### src/rtl/spi_pkg.sv
// Shared constants and FSM encoding for the SPI slave endpoint.
package spi_pkg;

    localparam logic [1:0] MODE0 = 2'b00;
    localparam logic [1:0] MODE1 = 2'b01;
    localparam logic [1:0] MODE2 = 2'b10;
    localparam logic [1:0] MODE3 = 2'b11;

    localparam int unsigned MIN_CLK_RATIO = 8;

    typedef enum logic {
        IDLE   = 1'b0,
        ACTIVE = 1'b1
    } state_t;

endpackage

### src/rtl/spi_sync_edge.sv
// Two-flop synchronizer plus a delay flop for edge detection on an async SPI pin.
module spi_sync_edge #(
    parameter logic p_rst = 1'b0
) (
    input  logic clk,
    input  logic rst_n,
    input  logic din,
    output logic sync,
    output logic rise,
    output logic fall
);

    logic meta;
    logic dly;

    always_ff @(posedge clk or negedge rst_n) begin
        if (!rst_n) begin
            meta <= p_rst;
            sync <= p_rst;
            dly  <= p_rst;
        end else begin
            meta <= din;
            sync <= meta;
            dly  <= sync;
        end
    end

    assign rise = sync & ~dly;
    assign fall = ~sync & dly;

endmodule

### src/rtl/spi_slave_if.sv
// Oversampled SPI slave: receives words on mosi, returns tx_data_i on miso.
// Optional frame error output enabled by SPI_SLAVE_FRAME_ERR_EN.
module spi_slave_if
    import spi_pkg::*;
#(
    parameter int unsigned p_clkfreq  = 100_000_000,
    parameter int unsigned p_sclkfreq = 1_000_000,
    parameter logic        p_cpol     = 1'b0,
    parameter logic        p_cpha     = 1'b0,
    parameter int unsigned p_width    = 8
) (
    input  logic               clk_i,
    input  logic               rstn_i,
    input  logic               cs_i,
    input  logic               sclk_i,
    input  logic               mosi_i,
    output logic               miso_o,
    input  logic [p_width-1:0] tx_data_i,
    output logic [p_width-1:0] rx_data_o,
    output logic               rx_valid_o,
    output logic               busy_o
`ifdef SPI_SLAVE_FRAME_ERR_EN
    ,
    output logic               frame_err_o
`endif
);

    localparam int unsigned     CW   = $clog2(p_width + 1);
    localparam logic [CW-1:0]   LAST = CW'(p_width - 1);

    if (p_clkfreq / p_sclkfreq < MIN_CLK_RATIO) begin : g_ratio_check
        $error("spi_slave_if: system clock must be at least 8x sclk");
    end

    logic cs_sync, cs_rise, cs_fall;
    logic sclk_sync, sclk_rise, sclk_fall;
    logic mosi_meta, mosi_sync;
    logic unused_sync;

    spi_sync_edge #(.p_rst(1'b1)) u_cs_sync (
        .clk   (clk_i),
        .rst_n (rstn_i),
        .din   (cs_i),
        .sync  (cs_sync),
        .rise  (cs_rise),
        .fall  (cs_fall)
    );

    spi_sync_edge #(.p_rst(p_cpol)) u_sclk_sync (
        .clk   (clk_i),
        .rst_n (rstn_i),
        .din   (sclk_i),
        .sync  (sclk_sync),
        .rise  (sclk_rise),
        .fall  (sclk_fall)
    );

    assign unused_sync = cs_sync ^ sclk_sync;

    always_ff @(posedge clk_i or negedge rstn_i) begin
        if (!rstn_i) begin
            mosi_meta <= 1'b0;
            mosi_sync <= 1'b0;
        end else begin
            mosi_meta <= mosi_i;
            mosi_sync <= mosi_meta;
        end
    end

    logic lead_edge, trail_edge, sample_edge, shift_edge;

    assign lead_edge   = p_cpol ? sclk_fall : sclk_rise;
    assign trail_edge  = p_cpol ? sclk_rise : sclk_fall;
    assign sample_edge = p_cpha ? trail_edge : lead_edge;
    assign shift_edge  = p_cpha ? lead_edge  : trail_edge;

    state_t             state;
    logic [CW-1:0]      cnt;
    logic [p_width-2:0] rx_shift;
    logic [p_width-1:0] tx_shift;
    logic [p_width-1:0] rx_word;
    logic               reload;
    logic               hold;

    assign rx_word = {rx_shift, mosi_sync};

`ifdef SPI_SLAVE_FRAME_ERR_EN
    logic fresh;
`endif

    always_ff @(posedge clk_i or negedge rstn_i) begin
        if (!rstn_i) begin
            state      <= IDLE;
            cnt        <= '0;
            rx_shift   <= '0;
            tx_shift   <= '0;
            reload     <= 1'b0;
            hold       <= 1'b0;
            miso_o     <= 1'b0;
            rx_data_o  <= '0;
            rx_valid_o <= 1'b0;
            busy_o     <= 1'b0;
`ifdef SPI_SLAVE_FRAME_ERR_EN
            frame_err_o <= 1'b0;
            fresh       <= 1'b0;
`endif
        end else begin
            rx_valid_o <= 1'b0;
`ifdef SPI_SLAVE_FRAME_ERR_EN
            frame_err_o <= 1'b0;
            fresh       <= 1'b0;
`endif
            case (state)
                IDLE: begin
                    miso_o <= 1'b0;
                    busy_o <= 1'b0;
                    if (cs_fall) begin
                        tx_shift <= tx_data_i;
                        miso_o   <= tx_data_i[p_width-1];
                        cnt      <= '0;
                        reload   <= 1'b0;
                        hold     <= p_cpha;
                        busy_o   <= 1'b1;
                        state    <= ACTIVE;
`ifdef SPI_SLAVE_FRAME_ERR_EN
                        fresh <= 1'b1;
                        if (sclk_rise || sclk_fall) frame_err_o <= 1'b1;
`endif
                    end
                end
                ACTIVE: begin
                    busy_o <= 1'b1;
                    if (sample_edge) begin
                        rx_shift <= rx_word[p_width-2:0];
                        if (cnt == LAST) begin
                            rx_data_o  <= rx_word;
                            rx_valid_o <= 1'b1;
                            cnt        <= '0;
                            reload     <= 1'b1;
                        end else begin
                            cnt <= cnt + CW'(1);
                        end
                    end
                    // Next word is loaded on the shift edge that presents its MSB,
                    // so local logic may update tx_data_i after seeing rx_valid_o.
                    if (shift_edge) begin
                        if (reload) begin
                            tx_shift <= tx_data_i;
                            miso_o   <= tx_data_i[p_width-1];
                            reload   <= 1'b0;
                        end else if (hold) begin
                            miso_o <= tx_shift[p_width-1];
                            hold   <= 1'b0;
                        end else begin
                            tx_shift <= {tx_shift[p_width-2:0], 1'b0};
                            miso_o   <= tx_shift[p_width-2];
                        end
                    end
`ifdef SPI_SLAVE_FRAME_ERR_EN
                    if (fresh && (sclk_rise || sclk_fall)) frame_err_o <= 1'b1;
`endif
                    if (cs_rise) begin
                        state  <= IDLE;
                        busy_o <= 1'b0;
                        miso_o <= 1'b0;
`ifdef SPI_SLAVE_FRAME_ERR_EN
                        if (sample_edge ? (cnt != LAST) : (cnt != '0)) frame_err_o <= 1'b1;
`endif
                    end
                end
                default: state <= IDLE;
            endcase
        end
    end

endmodule

### config.mk
export PLATFORM = sky130hd
export DESIGN_NAME = spi_slave_if
export DESIGN_NICKNAME = d
export VERILOG_FILES = /design/src/rtl/spi_pkg.sv /design/src/rtl/spi_sync_edge.sv /design/src/rtl/spi_slave_if.sv
export SDC_FILE = /design/constraint.sdc
export NUM_CORES = 1
export LEC_CHECK = 0
export ABC_CLOCK_PERIOD_IN_PS = 1940
export BUFFER_PORTS_ARGS = -buffer_cell sky130_fd_sc_hd__buf_2
export CORE_MARGIN = 4
export CORE_UTILIZATION = 40
export DETAILED_ROUTE_END_ITERATION = 6
export GPL_TIMING_DRIVEN = 1
export PLACE_DENSITY = 0.57
export SETUP_SLACK_MARGIN = 0.4
export SYNTH_ARGS = -nofsm -noshare
export SYNTH_HDL_FRONTEND = slang
export SYNTH_SLANG_ARGS = --single-unit
### constraint.sdc
create_clock -name clk_i -period 1.94 [get_ports clk_i]
set_input_delay 0.388 -clock clk_i [delete_from_list [all_inputs] [get_ports clk_i]]
set_output_delay 0.388 -clock clk_i [all_outputs]
set_load 0.02 [all_outputs]
# Word level (Yosys, flattened, before mapping)
# Index checks and enable logic that the tools add are counted.
totals:
  latchBits: 0
  inputBits: 13
  reg_bits: 40
  elab_cells: 69
  mem_bits_rw: 0
  memories: 0
  rom_bits: 0
classes:
  bitwise: 9
  n_div: 0
  n_shift: 0
  n_addsub: 1
  reduce_logical: 5
  mux: 30
  n_eq_ne: 7
  multipliers: 0
  order_cmp: 0
op_table:
  columns: ["op", "n"]
  rows:
  - ["two-way mux 8 bit", 4]
  - ["two-way mux 1 bit", 17]
  - ["one-hot mux 8 bit (2 select lines)", 1]
  - ["two-way mux 4 bit", 3]
  - ["AND reduction 3 bit", 3]
  - ["!= test 2 bit, second input constant", 4]
  - ["one-hot mux 1 bit (2 select lines)", 4]
  - ["one-hot mux 4 bit (2 select lines)", 1]
  - ["!= test 3 bit, second input constant", 2]
  - ["inverter 1 bit", 5]
  - ["adder 4 x 1 -> 4 bit, second input constant", 1]
  - ["AND 1 bit", 4]
  - ["== test 4 x 3 -> 1 bit, second input constant", 1]
  - ["AND reduction 2 bit", 2]

# Logic depth before layout (Yosys ltp)
depth:
  depth_word: 6
  mapped_depth: 4

# Modules after synthesis
# Synthesis repeated with hierarchy kept, for this count alone.
unflattened:
  cells_unflattened: 110
  area_unflattened_um2: 1514.0
modules_own_cells:
  columns: ["mod", "cells_per_inst", "area_per_inst_um2", "n_inst", "seq_area_each_um2"]
  rows:
  - ["spi_slave_if", 100, 1330.0, 1, 800.8]
  - ["spi_sync_edge at u_cs_sync", 5, 93.8, 1, 78.8]
  - ["spi_sync_edge at u_sclk_sync", 5, 90.1, 1, 75.1]

# Worst setup path before layout
# No wires, ideal clock.
synth_path:
  path_type: "register to register"
  startpoint: "register state"
  endpoint: "register tx_shift[1]"
  arrival_time_ns: 1.444
  path_buffers: 1
  stages_incl_launch_ff: 5
  path_slack_ns: 0.372
  cell_sequence: "dfrtp_1 -> nor3b_1 -> a21o_1 -> buf_4 -> mux2_2"
synth_between:
  elab_chain_cells: 3
synth_lines:
  columns: ["item", "line_no", "text"]
  rows:
  - ["from (decl)", "spi_slave_if.sv:77", "state_t state;"]
  - ["from (signal assigned)", "spi_slave_if.sv:93", "state <= IDLE;"]
  - ["from (signal assigned)", "spi_slave_if.sv:124", "state <= ACTIVE;"]
  - ["from (signal assigned)", "spi_slave_if.sv:163", "state <= IDLE;"]
  - ["inverter 1 bit", null, null]
  - ["!= test 2 bit (no line)", null, null]
  - ["AND reduction 3 bit (no line)", null, null]
  - ["to (signal assigned)", "spi_slave_if.sv:118", "tx_shift <= tx_data_i;"]
  - ["to (signal assigned)", "spi_slave_if.sv:148", "tx_shift <= tx_data_i;"]
  - ["to (signal assigned)", "spi_slave_if.sv:155", "tx_shift <= {tx_shift[p_width-2:0], 1'b0};"]
  - ["to (decl)", "spi_slave_if.sv:80", "logic [p_width-1:0] tx_shift;"]
# Parallel ways exist; a longest one is shown, timed or not.
# A chain may end at the register's enable or synchronous reset.

# Worst setup path in the final report
layout_path:
  startpoint: "register cnt[0]"
  endpoint: "register rx_data_o[1]"
layout_between:
  elab_chain_cells: 2
layout_lines:
  columns: ["item", "line_no", "text"]
  rows:
  - ["from (decl)", "spi_slave_if.sv:78", "logic [CW-1:0] cnt;"]
  - ["from (signal assigned)", "spi_slave_if.sv:141", "cnt <= cnt + CW'(1);"]
  - ["== test 4 x 3 -> 1 bit", "spi_slave_if.sv:135", "if (cnt == LAST) begin"]
  - ["AND reduction 3 bit (no line)", null, null]
  - ["to (signal assigned)", "spi_slave_if.sv:136", "rx_data_o <= rx_word;"]
  - ["to (decl)", "spi_slave_if.sv:19", "output logic [p_width-1:0] rx_data_o,"]
# Every way passes these cells.

==> flow_results.xml <==
<?xml version="1.0" encoding="UTF-8"?>
<metrics>
  <group name="finish">
    <metric name="synthToLayoutAreaGrowth" unit="%">19.5</metric>
    <metric name="drive_gt1_share" unit="%">43.7</metric>
    <metric name="layout_commonest_cell" unit="">dfrtp_1</metric>
    <metric name="fillCellCount" unit="">341</metric>
    <metric name="final-instance-count-excl-fill" unit="">199</metric>
    <metric name="post-route-cell-area" unit="µm²">1820</metric>
    <metric name="most-common-layout-cells" unit="">dfrtp_1 (34), nand2_1 (26), buf_2 (23), mux2_2 (21), clkbuf_8 (6)</metric>
    <metric name="antennaDiodeCount" unit="">0</metric>
    <metric name="post_layout_utilization_of_the_core" unit="%">49.7</metric>
    <metric name="num-nets-final" unit="">164</metric>
  </group>
  <group name="logic_synthesis">
    <metric name="ys_ff_latch" unit="">38</metric>
    <metric name="netlist-cell-type-count" unit="">25</metric>
    <metric name="fraction_of_synthesized_cell_area_taken_by_the_top_area_cell_type" unit="%">57.6</metric>
    <metric name="cell_count_after_synthesis" unit="">119</metric>
    <metric name="synth_top_cell_by_area" unit="">dfrtp_1</metric>
    <metric name="post_synth.cell_area_avg" unit="µm²">12.8</metric>
    <metric name="async_flop_share" unit="%">100</metric>
    <metric name="most_area_consuming_cells_after_synthesis" unit="">dfrtp_1 (58%), mux2_2 (16%), nand2_1 (6.4%), dfstp_2 (5.2%), mux2i_1 (2.0%)</metric>
    <metric name="synth_enable_flop_cells" unit="">0</metric>
    <metric name="synth_top_flop_cell" unit="">dfrtp_1</metric>
    <metric name="synthesis.nets" unit="">133</metric>
    <metric name="yosysSeqAreaShare" unit="%">62.7</metric>
    <metric name="ys_warn_count" unit="">0</metric>
    <metric name="post_synth_instance_area" unit="µm²">1520</metric>
  </group>
  <group name="worst_setup_path">
    <metric name="critPathCaptureType" unit="">register</metric>
    <metric name="worst_setup_path_startpoint" unit="">cnt[0]</metric>
    <metric name="worst-path-max-fanout" unit="">5</metric>
    <metric name="required_time_worst_endpoint" unit="ps">2110</metric>
    <metric name="worst-setup-path-type" unit="">reg -&gt; reg</metric>
    <metric name="reg2reg_setup_slack" unit="ps">470</metric>
    <metric name="rr_endpoint" unit="">rx_data_o[1]</metric>
    <metric name="r2r_start" unit="">cnt[0]</metric>
    <metric name="timing.critical_path.from_type" unit="">register</metric>
    <metric name="worst_ep_arrival_time" unit="ps">1640</metric>
    <metric name="worstRegToRegCells" unit="">5</metric>
  </group>
  <group name="sta">
    <metric name="final_hold_viol_count" unit="">0</metric>
    <metric name="max_freq" unit="MHz">678</metric>
    <metric name="final_max_slew_viol_count" unit="">0</metric>
    <metric name="worst-slew-pin-transition" unit="ps">462</metric>
    <metric name="post-route-min-period" unit="ps">1470</metric>
    <metric name="timing.final.ws_setup" unit="ps">465</metric>
    <metric name="rsz0062_at_grt" unit="">no</metric>
    <metric name="tns" unit="ps">0</metric>
    <metric name="relSlewSlack" unit="%">69.2</metric>
    <metric name="fin_crit_sh" unit="%">76.0</metric>
    <metric name="setup_violations" unit="">0</metric>
    <metric name="fin_skew" unit="ps">5.26</metric>
    <metric name="fin_hold_ws" unit="ps">141</metric>
  </group>
  <group name="pwr">
    <metric name="total_power" unit="mW">2.05</metric>
    <metric name="vdd_drop_max" unit="µV">535</metric>
    <metric name="total_power_density_per_cell_area" unit="nW/µm²">1130</metric>
    <metric name="power_leakage" unit="nW">0.911</metric>
  </group>
  <group name="run">
    <metric name="cap_viol_max_count" unit="">0</metric>
  </group>
  <group name="clocking">
    <metric name="h-tree-depth" unit="">2</metric>
    <metric name="numCtsBuffers" unit="">5</metric>
    <metric name="cts_hold_buf" unit="">0</metric>
    <metric name="cts_root_buffer" unit="">clkbuf_8</metric>
    <metric name="cts_num_sinks" unit="">38</metric>
    <metric name="clock_path_buffers" unit="">2</metric>
    <metric name="insertion_delay" unit="ps">280</metric>
    <metric name="cts_tree" unit="">done</metric>
    <metric name="clkTransAtPathRegs" unit="ps">70</metric>
  </group>
  <group name="grt">
    <metric name="remaining_overflow_grt" unit="">0</metric>
    <metric name="grt_max_degree" unit="">39</metric>
    <metric name="grt_pass1_wl" unit="µm">4390</metric>
    <metric name="initial_antenna_violation_count" unit="">0</metric>
    <metric name="track_usage" unit="%">11.6</metric>
    <metric name="grt_pass1_vias" unit="">959</metric>
  </group>
  <group name="floorplanning">
    <metric name="floorplan.core_area" unit="µm²">3660</metric>
    <metric name="die_area" unit="µm²">4850</metric>
    <metric name="floorplan.die.width" unit="µm">69.7</metric>
    <metric name="chipHeight" unit="µm">69.7</metric>
    <metric name="ios" unit="">24</metric>
    <metric name="core.rowCount" unit="">22</metric>
    <metric name="initial_core_util" unit="%">41.6</metric>
  </group>
  <group name="placement">
    <metric name="placed_cells" unit="">189</metric>
    <metric name="port_buf_inserts" unit="">23</metric>
    <metric name="placedInstanceArea" unit="µm²">1700</metric>
    <metric name="dp_hpwl" unit="µm">1680</metric>
    <metric name="gpl.final_weighted_congestion" unit="">0.764</metric>
    <metric name="preCtsSetupSlack" unit="ps">242</metric>
  </group>
  <group name="detailed_routing">
    <metric name="wl_per_cell" unit="µm">12.3</metric>
    <metric name="detailed_routing_iteration_count_for_the_pre_antenna_repair_pass" unit="">3</metric>
    <metric name="remaining_drc_errors" unit="">0</metric>
    <metric name="drt_first_iter_violations" unit="">8</metric>
    <metric name="postRouteWirelength" unit="µm">2440</metric>
    <metric name="ant_nets" unit="">0</metric>
    <metric name="routed-via-count" unit="">949</metric>
    <metric name="post_drt_via_cell_ratio" unit="">4.77</metric>
  </group>
  <group name="status">
    <metric name="status" unit="">complete, no violations</metric>
  </group>
  <group name="min_path">
    <metric name="hold_path_class" unit="">in -&gt; async</metric>
  </group>
</metrics>
[sequential cells by signal (all words and copies together) (netlist names)]
register,count
u_sclk_sync.sync,1
tx_shift,7
u_cs_sync.sync,1
state,1
miso_o,1
rx_shift,7
mosi_sync,1
rx_data_o,8
u_cs_sync.dly,1
u_sclk_sync.dly,1
mosi_meta,1
rx_valid_o,1
u_sclk_sync.meta,1
cnt,4
reload,1
u_cs_sync.meta,1
[cells in the mapped netlist, types with 2 or more instances]
| library cell | count |
|---|---|
| inv_1 | 5 |
| mux2i_1 | 3 |
| o21ai_0 | 3 |
| dfstp_2 | 3 |
| a21o_1 | 2 |
| nor3b_1 | 2 |
| nor2_1 | 3 |
| buf_2 | 2 |
| nand2_1 | 26 |
| mux2_2 | 21 |
| dfrtp_1 | 35 |
[kinds of logic after synthesis]
kind of cell | after synthesis | share of synthesized area (%)
DFF | 38 | 62.7
and+or+nand+nor | 37 | 11.5
muxes | 24 | 17.5
AOI/OAI and AO/OA | 10 | 4.77
buffers and inverters | 9 | 2.63
adders and majority gates | 1 | 0.822
[worst max-delay path by stage]
stage / to / slack (ps) / cells after the start
4_1_cts: tx_shift[1] / 410 / 3
6_report: rx_data_o[1] / 470 / 5
2_1_floorplan: rx_data_o[0] / 440 / 3
3_5_place_dp: rx_data_o[1] / 240 / 4
5_1_grt: rx_data_o[5] / 390 / 5
3_3_place_gp: rx_data_o[7] / 300 / 4
[layout make-up]
class,count,area (µm²),area share (%)
clock buffer,7,86.3,4.75
clock inverter,1,5.00,0.275
timing repair buffer,28,153,8.40
multi-input combinational,72,539,29.7
tap,48,60.1,3.30
sequential,38,956,52.6
inverter,5,18.8,1.03
[timing repair]
action	in CTS	in global routing
pin swaps	1	0
hold endpoints to repair	0	0
resized for setup	1	4
buffers inserted	2	0
gates cloned	0	0
setup endpoints to repair	9	14
[report_power, final]
part	total, mW	internal [mW]	switching (mW)
combinational	0.421	0.228	0.193
sequential	1.10	0.979	0.120
clock	0.535	0.286	0.249
total	2.05	1.49	0.561
[per-layer routing]
metal / up-vias / routed length [µm] / share of wire (%) / GRT usage [%]
met5: - / 0 / 0 / 0
met4: 0 / 58 / 2.4 / 5.74
met3: 5 / 134 / 5.5 / 5.36
met2: 17 / 1230 / 50 / 18.4
met1: 468 / 1020 / 42 / 13.0
li1: 459 / - / - / -
[critical path: stages (launching register included)]
cell,delay [ps]
dfrtp_1,390
ha_2,230
nand2_1,100
nor3_4,130
buf_4,170
mux2_2,340
No activity file was read; power rests on OpenSTA's default activity.
